$ cat config.mk
export PLATFORM = sky130hd
export DESIGN_NAME = cache_ctrl
export DESIGN_NICKNAME = d
export VERILOG_FILES = /design/src/rtl/cache_ctrl.sv
export SDC_FILE = /design/constraint.sdc
export NUM_CORES = 2
export LEC_CHECK = 0
export BUFFER_PORTS_ARGS = -buffer_cell sky130_fd_sc_hd__buf_2
export CAP_MARGIN = 20
export CORE_MARGIN = 4
export CORE_UTILIZATION = 50
export CTS_CLUSTER_DIAMETER = 150
export DETAILED_ROUTE_END_ITERATION = 7
export GPL_TIMING_DRIVEN = 0
export PLACE_DENSITY = 0.66
export SLEW_MARGIN = 20
export SYNTH_ARGS = -nofsm -noshare
export SYNTH_HDL_FRONTEND = slang
export SYNTH_SLANG_ARGS = --single-unit
$ cat constraint.sdc
create_clock -name clk -period 9.21 [get_ports clk]
set_input_delay 1.3815 -clock clk [delete_from_list [all_inputs] [get_ports clk]]
set_output_delay 1.3815 -clock clk [all_outputs]
set_load 0.05 [all_outputs]
$ cat src/rtl/cache_ctrl.sv
// Direct-mapped, write-through, no-write-allocate cache between the CPU load/store port
// and DataMem; refills 4-word blocks on read miss and counts read hits/misses.
module cache_ctrl #(
    parameter int ADDR_W = 10,
    parameter int LINES  = 16,
    parameter int CNT_W  = 16
) (
    input  logic              clk,
    input  logic              rst,
    input  logic              cpu_read,
    input  logic              cpu_write,
    input  logic [ADDR_W-1:0] cpu_addr,
    input  logic [31:0]       cpu_wdata,
    output logic [31:0]       cpu_rdata,
    output logic              cpu_stall,
    output logic              mem_read,
    output logic              mem_write,
    output logic [ADDR_W-1:0] mem_addr,
    output logic [31:0]       mem_wdata,
    input  logic [127:0]      mem_rdata,
    input  logic              mem_ready,
    output logic [CNT_W-1:0]  hit_count,
    output logic [CNT_W-1:0]  miss_count
);

    localparam int IDX_W = $clog2(LINES);
    localparam int TAG_W = ADDR_W - IDX_W - 2;

    typedef enum logic [1:0] {IDLE, REFILL, WRITE, DONE} state_t;

    state_t           state;
    logic [LINES-1:0] valid;
    logic [TAG_W-1:0] tag_arr  [LINES];
    logic [31:0]      data_arr [LINES][4];
    logic [IDX_W-1:0] req_idx;
    logic [TAG_W-1:0] req_tag;

    logic [1:0]       cpu_off;
    logic [IDX_W-1:0] cpu_idx;
    logic [TAG_W-1:0] cpu_tag;
    logic             hit;
    logic             read_hit;

    assign cpu_off  = cpu_addr[1:0];
    assign cpu_idx  = cpu_addr[IDX_W+1:2];
    assign cpu_tag  = cpu_addr[ADDR_W-1:IDX_W+2];
    assign hit      = valid[cpu_idx] && (tag_arr[cpu_idx] == cpu_tag);
    assign read_hit = (state == IDLE) && cpu_read && !cpu_write && hit;

    // In IDLE the stall and load data depend on the live lookup so hits never stall.
    always_comb begin
        cpu_stall = 1'b0;
        cpu_rdata = '0;
        case (state)
            IDLE: begin
                cpu_stall = cpu_write || (cpu_read && !hit);
                if (read_hit)
                    cpu_rdata = data_arr[cpu_idx][cpu_off];
            end
            REFILL, WRITE: cpu_stall = 1'b1;
            default:       cpu_stall = 1'b0;
        endcase
    end

    always_ff @(posedge clk) begin
        if (rst) begin
            state      <= IDLE;
            valid      <= '0;
            req_idx    <= '0;
            req_tag    <= '0;
            hit_count  <= '0;
            miss_count <= '0;
            mem_read   <= 1'b0;
            mem_write  <= 1'b0;
            mem_addr   <= '0;
            mem_wdata  <= '0;
        end else begin
            case (state)
                IDLE: begin
                    if (cpu_write) begin
                        mem_write <= 1'b1;
                        mem_addr  <= cpu_addr;
                        mem_wdata <= cpu_wdata;
                        state     <= WRITE;
                    end else if (cpu_read) begin
                        if (hit) begin
                            if (hit_count != '1)
                                hit_count <= hit_count + 1'b1;
                        end else begin
                            req_idx  <= cpu_idx;
                            req_tag  <= cpu_tag;
                            mem_read <= 1'b1;
                            mem_addr <= {cpu_tag, cpu_idx, 2'b00};
                            if (miss_count != '1)
                                miss_count <= miss_count + 1'b1;
                            state    <= REFILL;
                        end
                    end
                end
                REFILL: begin
                    if (mem_ready) begin
                        mem_read       <= 1'b0;
                        valid[req_idx] <= 1'b1;
                        state          <= IDLE;
                    end
                end
                WRITE: begin
                    if (mem_ready) begin
                        mem_write <= 1'b0;
                        state     <= DONE;
                    end
                end
                default: state <= IDLE;
            endcase
        end
    end

    // Tag and data storage need no reset; valid bits alone decide whether a line is usable.
    always_ff @(posedge clk) begin
        if (!rst) begin
            if (state == IDLE && cpu_write && hit)
                data_arr[cpu_idx][cpu_off] <= cpu_wdata;
            if (state == REFILL && mem_ready) begin
                tag_arr[req_idx]     <= req_tag;
                data_arr[req_idx][0] <= mem_rdata[31:0];
                data_arr[req_idx][1] <= mem_rdata[63:32];
                data_arr[req_idx][2] <= mem_rdata[95:64];
                data_arr[req_idx][3] <= mem_rdata[127:96];
            end
        end
    end

endmodule
==> out/qor.txt <==
Post-CTS Resized: 0
Vias in the first global route: 45700
Final core utilization: 0.589
CTS Hold Bufs: 0
Total negative slack: 0 ns
Initial core utilization: 0.502
FP Rows: 152
Routed WL: 268000 microns
Min Hold Slack: 0.461 ns
Max_cap viols: 0
Status: completed
FFs w/ async S/R, synth: 0
Layout net count: 4766
Hold endpoint: mem_wdata[30]
Most frequent cells in the layout: edfxtp_1 (2112), mux4_2 (688), nand2_1 (395)
Routability Congestion: 0.883
Hold path start: mem_wdata[30]
Detailed placement HPWL: 189000 microns
Crit path max fanout: 10
Max_slew headroom: 0.188
Slew Limit Fails: 0
Placed instance count: 6681
First-pass GRT wire length: 366000 microns
Clk_lat worst skew: 0.88 ns
Sequential share of the synthesized area: 0.760
Worst-path clk slew: 0.06 ns
Post-Syn Area per Cell: 21.7 sq um
Reg2reg end: data_arr[8][13]
Setup crit start kind: primary input
WS Path Type: in -> out
Worst r2r path cells: 9
Pin count of the biggest net entering global routing: 18
Initial DRC Count: 7269
Pwr per Cell Area: 217 nW/um^2
Post-CTS Setup Bufs: 0
Syn Nets: 4145
EDFF count, synth: 2112
Non-filler cells, final: 7095
H-tree level count: 4
Synth warn: 0
P&R area growth vs syn: 17.2%
Tmin final: 7.23 ns
Worst hold stages: 2
Crit path arrival time: 5.85 ns
Worst reg-to-reg setup slack: 4.42 ns
# fillers: 12100
Core region area: 172000 sq um
Setup Skew: 0.0639 ns
Final setup viols: 0
First drt pass iteration count: 8
Global-route usage over all layers: 0.300
Commonest non-fill, non-tap cell in the layout: edfxtp_1
Reg2reg start: tag_arr[9][2]
Final hold violations: 0
Post-synthesis cell type count: 60
Peak VDD IR: 0.000185 V
Leakage power: 32.4 nW
Routed wire per std cell: 37.8 microns
FF+latch count, synth: 2214
Tot Pwr: 0.0219 W
Maximum clock frequency: 138 MHz
Worst path cell trace: buf_6 -> buf_6 -> buf_6 -> buf_2 -> clkbuf_1 -> buf_2 -> mux4_2 -> mux4_2 -> mux4_2 -> nor2b_1 -> buf_2
Critical Path Slowest Stage Cell: clkbuf_1
HP Class: reg -> reg
CTS tree: yes
I/O pins: 284
Port bufs: 277
RSZ-0062 raised after global routing: no
Syn Std Cell Area: 86200 sq um
Slew @ Worst Pin: 1.22 ns
DR vias/cell: 6.51
Total number of vias: 46200
GRT overflow: 0
Most used DFF post-synth: edfxtp_1
Root Buffer: clkbuf_16
CTS sink cnt: 2214
Crit path required time: 7.83 ns
Largest stage delay, worst path: 0.77 ns
Initial antenna violation count: 19
Clock buffer depth: 3
Final ANT Viol Nets: 0
Layout cells sized above 1: 0.337
Crit end category: output port
Syn Inst Count: 3964
DR DRC count: 0
Die width: 423 microns
Full die area: 179000 sq um
Num CTS Buffers: 211
Die height: 423 microns
Final cycle utilization of the critical path: 0.785
-- worst max path at each step --
| stage | from | endpoint | slack [ns] |
|---|---|---|---|
| 6_report | cpu_addr[3] | cpu_rdata[22] | 1.98 |
| 5_1_grt | cpu_addr[3] | cpu_rdata[15] | 1.96 |
| 4_1_cts | cpu_addr[3] | cpu_rdata[15] | 2.04 |
| 3_5_place_dp | cpu_addr[3] | cpu_rdata[15] | 2.05 |
| 3_3_place_gp | cpu_addr[1] | data_arr[13][110] | -0.07 |
| 2_1_floorplan | cpu_addr[3] | cpu_rdata[17] | 3.79 |
-- state kept, by name (all words and copies together), names as in the netlist --
register / flops
data_arr: 2048
valid: 16
hit_count: 16
mem_read: 1
req_tag: 4
tag_arr: 64
mem_write: 1
mem_wdata: 32
req_idx: 4
miss_count: 16
mem_addr: 10
state: 2
-- cell families (layout without fill, tap and decap cells) --
logic type,count (synthesis),after routing,synth area share
AOI/OAI and AO/OA,121,121,0.00900
xor gates and xnor gates,13,13,0.00132
adders and majority gates,6,6,0.000871
buffers and inverters,243,1041,0.0130
DFF,2214,2214,0.760
muxes,724,724,0.184
other,0,23,0
and+or+nand+nor,643,643,0.0322
-- synth_stat cells, types with 5 or more instances --
library cell | n | area share
o21ai_0 | 15 | 0.00087
a21oi_1 | 56 | 0.0033
buf_6 | 11 | 0.0014
clkbuf_1 | 109 | 0.0047
or3_1 | 6 | 0.00044
nor2_1 | 129 | 0.0056
nor2b_1 | 42 | 0.0030
ha_1 | 6 | 0.00087
and3_1 | 8 | 0.00058
buf_1 | 24 | 0.0010
nand3_1 | 15 | 0.00087
buf_2 | 65 | 0.0038
o22ai_1 | 16 | 0.0012
nand3b_1 | 6 | 0.00052
buf_4 | 5 | 0.00044
dfxtp_1 | 102 | 0.024
nor3_1 | 5 | 0.00029
nand2b_1 | 10 | 0.00073
edfxtp_1 | 2112 | 0.74
inv_1 | 26 | 0.0011
mux4_2 | 688 | 0.18
mux2i_1 | 29 | 0.0034
xnor2_1 | 9 | 0.00091
mux2_2 | 6 | 0.00078
nand2_1 | 395 | 0.017
nand4_1 | 8 | 0.00058
a31o_2 | 5 | 0.00051
-- layout make-up --
class	instances	area, sq um	share of cell area
Multi-Input combinational cell	1507	20100	0.199
Sequential cell	2214	65500	0.648
Buffer	216	1060	0.0105
Timing Repair Buffer	408	4560	0.0451
Antenna cell	23	57.6	0.000570
Inverter	27	101	0.00100
Clock buffer	250	5490	0.0544
Tap cell	2310	2890	0.0286
Clock inverter	140	1270	0.0126
-- where the power goes --
group / internal (W) / switching [W]
Combinational: 0.000550 / 0.00139
Clock: 0.00477 / 0.00379
Sequential: 0.0113 / 0.0000502
-- critical path: cells and delay by family --
kind / cells / cell delay, ns
simple gates: 1 / 0.19
buf+inv: 7 / 2.63
mux: 3 / 1.60
-- routing by layer --
metal,up-vias,share of wire,track usage
met5,-,0.0010,0.00914
met4,10,0.064,0.158
li1,17700,-,-
met2,3282,0.47,0.464
met3,737,0.12,0.0879
met1,24400,0.35,0.389
-- stage by stage --
| stage | area, sq um | worst slack [ns] |
|---|---|---|
| after floorplan | 86200 | 3.79 |
| after global placement | 90500 | -0.0654 |
| after detailed placement | 94100 | 2.05 |
| after CTS | 101000 | 2.04 |
| after global routing | 101000 | 1.96 |
| final | 101000 | 1.98 |
Note: power is estimated with default switching activity, not from simulation.
